<file path="config.mk">
export PLATFORM = sky130hd
export DESIGN_NAME = reglk_ctrl_gen2
export DESIGN_NICKNAME = d
export VERILOG_FILES = /design/src/rtl/reglk_pkg.sv /design/src/rtl/reglk_unlock_fsm.sv /design/src/rtl/reglk_ctrl_gen2.sv
export SDC_FILE = /design/constraint.sdc
export NUM_CORES = 1
export LEC_CHECK = 0
export CORE_UTILIZATION = 28
export CTS_BUF_LIST = sky130_fd_sc_hd__clkbuf_16
export CTS_CLUSTER_SIZE = 28
export DETAILED_ROUTE_END_ITERATION = 6
export PLACE_DENSITY = 0.52
export RECOVER_POWER = 100
export SLEW_MARGIN = 40
export SYNTH_ARGS = -nofsm -noshare
export SYNTH_HDL_FRONTEND = slang
export SYNTH_SLANG_ARGS = --single-unit
</file>
<file path="constraint.sdc">
create_clock -name clk_i -period 2.4 [get_ports clk_i]
set_input_delay 0.48 -clock clk_i [delete_from_list [all_inputs] [get_ports clk_i]]
set_output_delay 0.48 -clock clk_i [all_outputs]
set_load 0.05 [all_outputs]
</file>
<file path="src/rtl/reglk_pkg.sv">
// reglk_pkg: shared state encoding, CTRL bit indices, address offsets and unlock key
package reglk_pkg;
    typedef enum logic [1:0] {
        ST_OPEN        = 2'd0,
        ST_LOCKED      = 2'd1,
        ST_UNLOCK_PEND = 2'd2,
        ST_DEBUG       = 2'd3
    } reglk_state_e;
    localparam int LOCKDOWN_BIT = 0;
    localparam int HIDE_BIT = 1;
    localparam int CTRL_OFS = 0;
    localparam int KEY_OFS = 1;
    localparam int AUDIT_OFS = 2;
    localparam logic [31:0] DEF_UNLOCK_KEY = 32'hA5C3_0F96;
endpackage

</file>
<file path="src/rtl/reglk_unlock_fsm.sv">
// reglk_unlock_fsm: lockdown/debug-unlock state machine with JTAG edge detect and key window
module reglk_unlock_fsm import reglk_pkg::*; #(
    parameter int DBG_WINDOW = 16
) (
    input  logic       clk_i,
    input  logic       rst_i,
    input  logic       key_wr,
    input  logic       key_ok,
    input  logic       lockdown_wr,
    input  logic       jtag_unlock_i,
    output logic [1:0] state,
    output logic       violation
);
    localparam int CW = $clog2(DBG_WINDOW + 1);
    reglk_state_e st_q, st_d;
    logic [CW-1:0] cnt_q, cnt_d;
    logic jtag_q;
    wire jtag_rise = jtag_unlock_i & ~jtag_q;
    assign state = st_q;
    assign violation = key_wr & ~(st_q == ST_UNLOCK_PEND & key_ok);
    always_ff @(posedge clk_i) begin
        if (rst_i) begin
            st_q <= ST_OPEN;
            cnt_q <= '0;
            jtag_q <= 1'b0;
        end else begin
            st_q <= st_d;
            cnt_q <= cnt_d;
            jtag_q <= jtag_unlock_i;
        end
    end
    // a key write in the window is decided before timeout or JTAG drop
    always_comb begin
        st_d = st_q;
        cnt_d = cnt_q;
        case (st_q)
            ST_OPEN:   if (lockdown_wr) st_d = ST_LOCKED;
            ST_LOCKED: if (jtag_rise) begin
                st_d = ST_UNLOCK_PEND;
                cnt_d = CW'(DBG_WINDOW - 1);
            end
            ST_UNLOCK_PEND: begin
                if (key_wr) st_d = key_ok ? ST_DEBUG : ST_LOCKED;
                else if (!jtag_unlock_i || cnt_q == '0) st_d = ST_LOCKED;
                else cnt_d = cnt_q - 1'b1;
            end
            default:   if (!jtag_unlock_i) st_d = ST_LOCKED;
        endcase
    end
endmodule

</file>
<file path="src/rtl/reglk_ctrl_gen2.sv">
// reglk_ctrl_gen2: register-lock controller with sticky lockdown and debug-unlock window
// Define REGLK_AUDIT_EN to add the saturating violation counter at NB_PERIPH+2.
module reglk_ctrl_gen2 import reglk_pkg::*; #(
    parameter int          NB_PERIPH  = 14,
    parameter int          LK_WIDTH   = 8,
    parameter int          ADDR_WIDTH = 5,
    parameter int          DATA_WIDTH = 32,
    parameter int          DBG_WINDOW = 16,
    parameter logic [31:0] UNLOCK_KEY = DEF_UNLOCK_KEY
) (
    input  logic                          clk_i,
    input  logic                          rst_i,
    input  logic                          req_i,
    input  logic                          we_i,
    input  logic [ADDR_WIDTH-1:0]         addr_i,
    input  logic [DATA_WIDTH-1:0]         wdata_i,
    output logic                          rvalid_o,
    output logic [DATA_WIDTH-1:0]         rdata_o,
    output logic                          err_o,
    input  logic                          jtag_unlock_i,
    output logic [NB_PERIPH*LK_WIDTH-1:0] reglk_ctrl_o,
    output logic [1:0]                    state_o,
    output logic                          locked_o
);
    localparam logic [ADDR_WIDTH-1:0] A_CTRL = ADDR_WIDTH'(NB_PERIPH + CTRL_OFS);
    localparam logic [ADDR_WIDTH-1:0] A_KEY = ADDR_WIDTH'(NB_PERIPH + KEY_OFS);
    logic [LK_WIDTH-1:0] lk_q [NB_PERIPH];
    logic [LK_WIDTH-1:0] cur, lk_new;
    logic [1:0] ctrl_q;
    logic [DATA_WIDTH-1:0] rd_d;
    logic err_d, violation;
    wire wr = req_i & we_i;
    wire is_lk = addr_i < ADDR_WIDTH'(NB_PERIPH);
    wire is_ctrl = addr_i == A_CTRL;
    wire is_key = addr_i == A_KEY;
    wire is_open = state_o == ST_OPEN;
    wire locked = state_o == ST_LOCKED || state_o == ST_UNLOCK_PEND;
    wire hidden = ctrl_q[HIDE_BIT] & locked;
    assign locked_o = locked;
`ifdef REGLK_AUDIT_EN
    localparam logic [ADDR_WIDTH-1:0] A_AUD = ADDR_WIDTH'(NB_PERIPH + AUDIT_OFS);
    logic [15:0] aud_q;
    wire is_aud = addr_i == A_AUD;
    always_ff @(posedge clk_i) begin
        if (rst_i) aud_q <= '0;
        else if (req_i && err_d && aud_q != 16'hFFFF) aud_q <= aud_q + 16'd1;
    end
`endif
    reglk_unlock_fsm #(.DBG_WINDOW(DBG_WINDOW)) u_fsm (
        .clk_i        (clk_i),
        .rst_i        (rst_i),
        .key_wr       (wr & is_key),
        .key_ok       (wdata_i == DATA_WIDTH'(UNLOCK_KEY)),
        .lockdown_wr  (wr & is_ctrl & wdata_i[LOCKDOWN_BIT] & is_open),
        .jtag_unlock_i(jtag_unlock_i),
        .state        (state_o),
        .violation    (violation)
    );
    for (genvar i = 0; i < NB_PERIPH; i++) begin : g_out
        assign reglk_ctrl_o[i*LK_WIDTH +: LK_WIDTH] = lk_q[i];
    end
    // while locked, lock words are set-only; clearing attempts are flagged but set bits still land
    always_comb begin
        cur = '0;
        for (int i = 0; i < NB_PERIPH; i++)
            if (addr_i == ADDR_WIDTH'(i)) cur = lk_q[i];
        lk_new = locked ? cur | wdata_i[LK_WIDTH-1:0] : wdata_i[LK_WIDTH-1:0];
        rd_d = '0;
        err_d = 1'b0;
        if (is_lk) begin
            rd_d = hidden ? '0 : DATA_WIDTH'(cur);
            err_d = we_i & locked & |(cur & ~wdata_i[LK_WIDTH-1:0]);
        end else if (is_ctrl) begin
            rd_d = DATA_WIDTH'(ctrl_q);
            err_d = we_i & locked;
        end else if (is_key) begin
            err_d = violation;
`ifdef REGLK_AUDIT_EN
        end else if (is_aud) begin
            rd_d = DATA_WIDTH'(aud_q);
            err_d = we_i;
`endif
        end else begin
            err_d = 1'b1;
        end
    end
    always_ff @(posedge clk_i) begin
        if (rst_i) begin
            for (int i = 0; i < NB_PERIPH; i++) lk_q[i] <= '0;
            ctrl_q <= '0;
            rvalid_o <= 1'b0;
            rdata_o <= '0;
            err_o <= 1'b0;
        end else begin
            for (int i = 0; i < NB_PERIPH; i++)
                if (wr && addr_i == ADDR_WIDTH'(i)) lk_q[i] <= lk_new;
            if (wr && is_ctrl && !locked)
                ctrl_q <= is_open ? wdata_i[1:0] : {wdata_i[HIDE_BIT], ctrl_q[LOCKDOWN_BIT]};
            rvalid_o <= req_i;
            rdata_o <= (req_i && !we_i) ? rd_d : '0;
            err_o <= req_i & err_d;
        end
    end
endmodule

</file>
==> impl_metrics.ini, run 1 <==
[flow_run]
cap_viol_max_count = 0

[cells_and_area]
final_area_mm2 = 0.0104
drive_above_1_share_pct = 23.6
fin_nets = 974
diodes = 0
area_growth_pct = 55.1

[critical_path]
arrival_ns = 2.64
start_kind = input port
critPathRequiredTime_ns = 2.68
path_cells = buf_4 > buf_6 > buf_4 > nor3b_2 > o21ai_1 > o221ai_2 > a221oi_4 > a21oi_2 > or2_4 > buf_12 > nor2_2
path_delay_family = compound AO/OA/AOI/OAI gates
cp_slowest_stage_delay_ns = 0.35
cp_slowest_cell = a221oi_4
critPathKind = input port to flip-flop
cp-end-kind = flip-flop
r2r_start = lk_q[0][63]
path_buf_inv = 4
r2r_setup_slack_ns = 0.06
cp_max_fo = 15
crit_top_cell = buf_4
worstSetupStartpoint = addr_i[0]

[placed_design]
dp.final_hpwl_um = 20600
numPortBuffers = 166
post_dp_cell_area_mm2 = 0.00983
gp_congestion = 0.972

[timing]
min_period_over_period_pct = 98.3
maxSlewViolCount = 0
tightest_slew_ns = 0.856
finalSetupViolations = 0
rsz0062_at_grt = false
hold_viol_final = 0
fin_worst_skew_ns = 0.0114
holdWs_ns = 0.470
fmax_ghz = 0.424
fin_crit_ns = 2.36
fin_tns_setup_ns = 0
max_slew_margin_pct = 42.9

[global_routing]
met2_usage_pct = 34.4
grt_pass1_vias = 6035
grt_antenna_before_repair = 0
grt_pass1_wl_um = 38300
grt.total_usage_pct = 21.8
gr-usage-met1_pct = 30.1
grt.busiest_layer = met2
grt_use_met3_pct = 3.60
grt_max_degree = 26
grt-ovfl-total = 0

[clock_tree]
clock_sinks = 132
worstSkewPairLatency_ns = 0.42
cts_buffers = 17
clk_pin_slew_ns = 0.06
cts-hold-fix-buffers = 0
clock_path_buffers = 2
cts_max_level = 4
cts_root_buf = clkbuf_16
cts_tree = yes

[route]
drt_wl_total_um = 26600
initialDrtViolationCount = 572
viasPerCell = 4.91
drc_errors = 0
dr.pass1.iters = 4
vias = 6180
final_antenna_net_count = 0
wl_per_cell_um = 21.1

[synth]
synth.distinct_cells = 80
synthesis.area_mm2 = 0.00671
ys_async_sr_fraction_pct = 0
synthTopCellsByArea = edfxtp_1, dfxtp_1, nor2_1
synth_edf_count = 112
synth_ff_type = edfxtp_1
syn-mean-instance-area_um2 = 10.9
seq_area_frac_synth_pct = 56.1
yosys_warnings = 0
ys_ff_latch = 132
yosys.area.top_type = edfxtp_1
synth_top_area_share_pct = 50.1
syn_inst = 615

[power_and_ir_drop]
pwr-share-comb_pct = 19.5
p_per_area_mw_per_mm2 = 628
power_leakage_nw = 4.15
clock_power_share_pct = 39.8
power.internal_mw = 4.57
p_seq_share_pct = 40.7
ir_worst_vdd_mv = 0.469
swShare_pct = 30.1
p_sw_mw = 1.97

[floorplan]
die-height_um = 157
die_width_um = 157
ios = 191
die-area_mm2 = 0.0246
start_util_pct = 28.6
core_mm2 = 0.0235
rows = 56

[status]
outcome = finished clean

[worst_hold_path]
min_path_type = flip-flop to flip-flop
min_from = ctrl_q[0]
sequential cells by signal, indices dropped and copies added (netlist names):
signal,cells
err_o,1
u_fsm.state,2
rdata_o,8
u_fsm.cnt_q,5
ctrl_q,2
lk_q,112
rvalid_o,1
u_fsm.jtag_q,1
stage by stage:
step           instances  utilization (%)  power (mW)  setup WS, ns
3_5_place_dp        1221             41.9        4.01        -0.831
5_1_grt             1258             44.4        6.72       0.00591
6_report            1258             44.4        6.53        0.0412
3_3_place_gp        1221             41.9        4.02        -0.814
4_1_cts             1257             44.8        6.62       -0.0122
2_1_floorplan        638                -        3.41        0.0265
cell usage after synthesis, drive strengths merged (11+ instances only):
master and n:
edfxtp 112, nor2 107, buf 51, nand2 30, a21oi 26, inv 25
nor3 23, o21ai 23, mux2i 21, nand2b 21, dfxtp 20, nand3 11
power groups by stage:
stage | Sequential, mW | Clock [mW] | Combinational, mW
final | 2.66 | 2.60 | 1.27
after global routing | 2.67 | 2.72 | 1.33
after CTS | 2.67 | 2.63 | 1.32
after detailed placement | 2.71 | 0 | 1.30
after global placement | 2.72 | 0 | 1.30
after floorplan | 3.00 | 0 | 0.412
per-layer routing:
| layer | wire length, um | share of wire, % |
|---|---|---|
| met5 | 0 | 0 |
| met3 | 1890 | 7.1 |
| met4 | 567 | 2.1 |
| met1 | 11900 | 45 |
| met2 | 12200 | 46 |
final timing paths:
check | endpoint | depth (start not counted)
worst max-delay path | lk_q[0][40] | 11
worst min-delay path | ctrl_q[0] | 2
worst min register to register | ctrl_q[0] | 2
worst max register to register | lk_q[0][55] | 7
worst register-to-register path: cells and delay by family (launching register included):
family	cells	cell delay (ns)
simple gates	1	0.09
flops	1	0.43
buf+inv	1	0.27
compound gates	4	0.90
mux	1	0.36
area by class of cell:
class	count	area, um2
fillers	2296	13100
flip-flops and latches	132	3760
repair buffers	327	2860
multi-input cells	423	2710
clock buffers	17	425
well taps	319	399
clock inverters	15	154
inverters	25	93.8
cell usage in the layout, fill, tap and decap left out, types with 6 or more instances in the layout:
master and n:
a21oi_1 23, buf_12 7, buf_4 109, clkbuf_1 23, clkbuf_16 17, clkbuf_2 12
clkbuf_4 6, clkdlybuf4s50_1 35, conb_1 24, dfxtp_1 19, dlygate4sd3_1 125, edfxtp_1 112
inv_1 19, inv_2 6, mux2i_1 21, nand2_1 29, nand2b_1 19, nand3_1 11
nor2_1 98, nor2_2 8, nor3_1 22, o21ai_0 15, o21ai_1 8
timing repair:
action / in CTS / in global routing
cloned: 1 / 0
pin swaps: 8 / 9
buffers inserted: 3 / 1
endpoints found under the setup margin: 118 / 98
resized for setup: 34 / 26
logic make-up after synthesis:
kind of cell	Yosys count	synth area share, %
AO/OA/AOI/OAI	120	12.9
XOR/XNOR	3	0.391
adder cells (fa/ha/maj)	6	1.12
buffers and inverters	83	6.77
flip-flops	132	56.1
multiplexers	30	4.98
other	1	0.0559
AND/OR/NAND/NOR	240	17.7
No activity file was read; power rests on OpenSTA's default activity.
==> run 2: changes to the inputs <==
Settings changed: PLACE_DENSITY 0.52 to 0.5.
Clock period 2.4 ns to 3 ns, I/O delays scaled along.
==> run 2 against run 1 <==
  * The flow now finishes with violations (setup timing)
  * Non-clock buffer count fell by 33
  * Clock power fell by 19%
  * Clock skew fell by 0.0029 ns
  * Register-to-register slack improved by 0.64 ns
  * Final cell count fell by 2.6%
  * Core utilization fell by 1.6 points
  * Sequential power fell by 20%
  * Critical path type unchanged
  * Critical endpoint is now lk_q[0][2]
  * Highest routed layer unchanged
==> impl_metrics.ini, run 2 (synthesis results as in run 1) <==
[power_and_ir_drop]
ir_worst_vdd_mv = 0.407
power_leakage_nw = 3.95
p_per_area_mw_per_mm2 = 520

[flow_run]
cap_viol_max_count = 0

[timing]
maxSlewViolCount = 0
tightest_slew_ns = 0.571
holdWs_ns = 0.476
hold_viol_final = 0
min_period_over_period_pct = 101
rsz0062_at_grt = false
max_slew_margin_pct = 62.0
finalSetupViolations = 6
fin_crit_ns = 3.02
fmax_ghz = 0.331
fin_worst_skew_ns = 0.00844
worst_slack_ns = -0.0180

[clock_tree]
cts-hold-fix-buffers = 0
clock_path_buffers = 2
cts_max_level = 4
worstSkewPairLatency_ns = 0.42
clk_pin_slew_ns = 0.06
cts_root_buf = clkbuf_16
clock_sinks = 132
cts_buffers = 17
cts_tree = yes

[global_routing]
grt_pass1_vias = 6114
grt_pass1_wl_um = 39600
grt.total_usage_pct = 22.7
grt_antenna_before_repair = 0
grt-ovfl-total = 0
grt_max_degree = 37

[cells_and_area]
largest_reg_flops = 112
drive_above_1_share_pct = 17.8
final_cell_mix = dlygate4sd3_1, edfxtp_1, nor2_1, buf_4, clkdlybuf4s50_1
layout_commonest_cell = dlygate4sd3_1
fin_nets = 941
regMostFlops = lk_q
final_cell_count_no_fill = 1225
postLayoutCoreUtil_pct = 42.7
largest_registers = lk_q x112, rdata_o x8, u_fsm.cnt_q x5
diodes = 0
final_area_mm2 = 0.0100
area_growth_pct = 49.4

[placed_design]
dp.final_hpwl_um = 21200
pre_cts_slack_ns = -0.519
post_dp_cell_area_mm2 = 0.00954
numPortBuffers = 166
dp.cells = 1193
gp_congestion = 0.985

[floorplan]
die-height_um = 157
die-area_mm2 = 0.0246
ios = 191
die_width_um = 157
rows = 56
start_util_pct = 28.6
core_mm2 = 0.0235

[critical_path]
path_delay_family = buffers and inverters
cp-end-kind = flip-flop
cp_max_fo = 10
start_kind = input port
cp_slowest_stage_delay_ns = 0.50
cp_slowest_cell = clkdlybuf4s50_1
path_buf_inv = 3
critPathKind = input port to flip-flop
path_cells = clkdlybuf4s50_1 > nor3b_1 > buf_4 > o21ai_0 > nand4_1 > o2111ai_1 > a21oi_1 > or2_0 > clkbuf_4 > nor2_1
arrival_ns = 3.19
critPathRequiredTime_ns = 3.17

[route]
final_antenna_net_count = 0
vias = 6087
drt_wl_total_um = 27100
wl_per_cell_um = 22.1
initialDrtViolationCount = 492
dr.pass1.iters = 5
viasPerCell = 4.97
drc_errors = 0

[worst_hold_path]
min_path_type = flip-flop to flip-flop

[status]
failed_checks = setup timing
outcome = finished, violations left
run 2: changes by cell type in the layout (fill, tap and decap cells not counted), moves of 3 or more:
cell,previous run,this run
nor2_2,8,1
inv_1,19,22
clkbuf_2,12,5
inv_6,4,1
clkbuf_1,23,20
nor2_1,98,106
clkdlybuf4s50_1,35,39
buf_6,4,1
buf_4,109,91
run 2: path summary, 6_finish.rpt:
check,start,to,slack (ns),cells after the start
max reg2reg,lk_q[0][58],lk_q[0][2],0.70,8
min,ctrl_q[0],ctrl_q[0],0.48,2
max,addr_i[3],lk_q[0][2],-0.02,10
min reg2reg,ctrl_q[0],ctrl_q[0],0.48,2
run 2: per-stage QoR:
step	setup TNS [ns]	power, mW
floorplan	0	2.73
global placement	-38.26	3.18
detailed placement	-37.35	3.18
CTS	0	5.30
global route	0	5.38
finish	-0.0923	5.21
run 2: what timing repair did:
action,4_1_cts,5_1_grt
buffers inserted,0,0
cloned,0,0
gates resized for setup,1,5
endpoints found under the setup margin,14,58
run 2: report_power, final:
| group | leakage [nW] | internal, mW | switching (mW) |
|---|---|---|---|
| clock network | 0.295 | 1.30 | 0.811 |
| logic | 2.34 | 0.323 | 0.650 |
| registers | 1.31 | 2.07 | 0.0635 |
run 2: final cells by class:
cell class              instances  area [um2]
clock buffers                  17         425
clock inverters                15         166
fillers                      2294       13400
inverters                      25        93.8
multi-input cells             423        2580
flip-flops and latches        132        3760
well taps                     319         399
repair buffers                294        2600
run 2: metal layers:
metal  wire (um)  vias to the layer above  track usage [%]
met1       11700                     2976             30.3
li1            -                     2771                -
met2       12600                      305             35.8
met3        2300                       35             5.59
met5           0                        -                0
met4         554                        0             7.75
run 2: worst min-delay path: stages (launching register included):
cell and delay, ns:
dfxtp_1 0.31, nand2_1 0.06, a21oi_1 0.06
==> run 3: changes to the inputs <==
Settings changed: GPL_TIMING_DRIVEN set to 0.
==> run 3 against run 2 <==
  * The flow still finishes with violations (setup timing)
  * Final cell count is 4.9% lower
  * Highest routed layer unchanged
  * Clock skew is 0.0029 ns higher
  * Global-route usage is 1.1 points lower
  * Critical endpoint is now lk_q[1][47]
  * Hold slack worse by 0.0034 ns
  * Clock power is 4% lower
==> impl_metrics.ini, run 3 (synthesis results as in run 1) <==
[route]
drt_wl_total_um = 27000
drc_errors = 0
final_antenna_net_count = 0
dr.pass1.iters = 5
viasPerCell = 5.06
vias = 5900
wl_per_cell_um = 23.2
initialDrtViolationCount = 470

[worst_hold_path]
min_path_type = flip-flop to flip-flop

[critical_path]
arrival_ns = 3.14
critPathKind = input port to flip-flop
cp-end-kind = flip-flop
start_kind = input port
path_buf_inv = 4
cp_slowest_cell = clkdlybuf4s50_1
crit_top_cell = buf_6
cp_max_fo = 10
path_delay_family = buffers and inverters
cp_slowest_stage_delay_ns = 0.55
critPathRequiredTime_ns = 3.14
path_cells = clkdlybuf4s50_1 > buf_6 > buf_6 > mux2i_1 > o221ai_1 > a21oi_2 > o21a_1 > o22ai_1 > a21oi_2 > buf_6 > nor2_2

[timing]
holdWs_ns = 0.472
finalSetupViolations = 1
maxSlewViolCount = 0
fin_worst_skew_ns = 0.0113
worst_slack_ns = -0.00554
hold_viol_final = 0
fmax_ghz = 0.333
tightest_slew_ns = 1.01
fin_crit_ns = 3.01
min_period_over_period_pct = 100
max_slew_margin_pct = 31.3

[status]
outcome = finished, violations left
failed_checks = setup timing

[global_routing]
grt_max_degree = 17
grt_pass1_wl_um = 37400
grt_antenna_before_repair = 0
grt.total_usage_pct = 21.7
grt-ovfl-total = 0
grt_pass1_vias = 5672

[floorplan]
die_width_um = 157
rows = 56
ios = 191
die-area_mm2 = 0.0246
die-height_um = 157
core_mm2 = 0.0235
start_util_pct = 28.6

[clock_tree]
worstSkewPairLatency_ns = 0.43
cts_tree = yes
clk_pin_slew_ns = 0.06
cts_root_buf = clkbuf_16
cts_buffers = 17
cts_max_level = 4
clock_path_buffers = 2
clock_sinks = 132

[power_and_ir_drop]
ir_worst_vdd_mv = 0.354
p_per_area_mw_per_mm2 = 524
power_leakage_nw = 3.73

[cells_and_area]
fin_nets = 882
diodes = 0
drive_above_1_share_pct = 18.3
fillers = 2312
largest_registers = lk_q x112, rdata_o x8, u_fsm.cnt_q x5
largest_reg_flops = 112
final_area_mm2 = 0.00977
final_cell_mix = dlygate4sd3_1, edfxtp_1, nor2_1, buf_4, clkdlybuf4s50_1
regMostFlops = lk_q
area_growth_pct = 45.6
layout_commonest_cell = dlygate4sd3_1

[placed_design]
pre_cts_slack_ns = -0.960
dp.final_hpwl_um = 19900
gp_congestion = 0.984
post_dp_cell_area_mm2 = 0.00887
numPortBuffers = 166

[flow_run]
cap_viol_max_count = 0
## run 3: cell count changes in the layout (fill, tap and decap cells not counted), sizes merged, moves of 2 or more
cell           change
clkdlybuf4s50      -2
dlymetal6s2s       +2
dlygate4sd2        +2
clkbuf            -22
buf               -38
clkinv             -3
clkinvlp           +3
## run 3: final cells by class
| cell class | count | area, um2 | share of cell area (%) |
|---|---|---|---|
| inverters | 25 | 93.8 | 0.960 |
| flip-flops and latches | 132 | 3760 | 38.5 |
| plain buffers | 57 | 433 | 4.43 |
| well taps | 319 | 399 | 4.09 |
| multi-input cells | 423 | 2760 | 28.2 |
| clock buffers | 17 | 425 | 4.35 |
| repair buffers | 178 | 1760 | 18.0 |
| clock inverters | 14 | 139 | 1.42 |
## run 3: what timing repair did
| item | in CTS | in global routing |
|---|---|---|
| endpoints found under the setup margin | 123 | 106 |
| gates cloned | 0 | 2 |
| resized for setup | 39 | 34 |
| hold buffers | 0 | 0 |
| pin swaps | 1 | 7 |
| buffers inserted | 1 | 9 |
## run 3: path summary, 6_finish.rpt
kind	to	cells after the start	startpoint	slack [ns]
hold / removal	ctrl_q[0]	2	ctrl_q[0]	0.47
hold reg to reg	ctrl_q[0]	2	ctrl_q[0]	0.47
setup reg to reg	rdata_o[4]	5	u_fsm.state[0]	0.55
setup / recovery	lk_q[1][47]	11	addr_i[0]	-0.006
## run 3: per-stage QoR
| stage | power, mW | util, % | setup TNS, ns | std cells |
|---|---|---|---|---|
| after global placement | 3.10 | 37.7 | -115.22 | 1123 |
| after floorplan | 2.73 | - | 0 | 638 |
| after detailed placement | 3.10 | 37.8 | -107.52 | 1123 |
| final | 5.12 | 41.6 | -0.00554 | 1165 |
| after global routing | 5.27 | 41.6 | -0.287 | 1165 |
| after CTS | 5.13 | 40.8 | 0 | 1155 |
## run 3: per-layer routing
metal	wire length [um]	GRT usage [%]	up-vias
li1	-	-	2661
met1	11600	29.2	2894
met2	12300	33.4	309
met3	2430	5.46	36
met4	615	7.98	0
met5	0	0	-
## run 3: where the power goes
part	total (mW)	switching, mW	internal [mW]
Clock	2.03	0.818	1.21
Combinational	0.963	0.664	0.299
Sequential	2.13	0.0625	2.07
Total	5.12	1.54	3.58
## run 3: worst min-delay path: cells and delay by family (launching register included)
family | cells | cell delay (ns)
AOI/OAI and AO/OA | 1 | 0.06
DFF | 1 | 0.31
and+or+nand+nor | 1 | 0.05
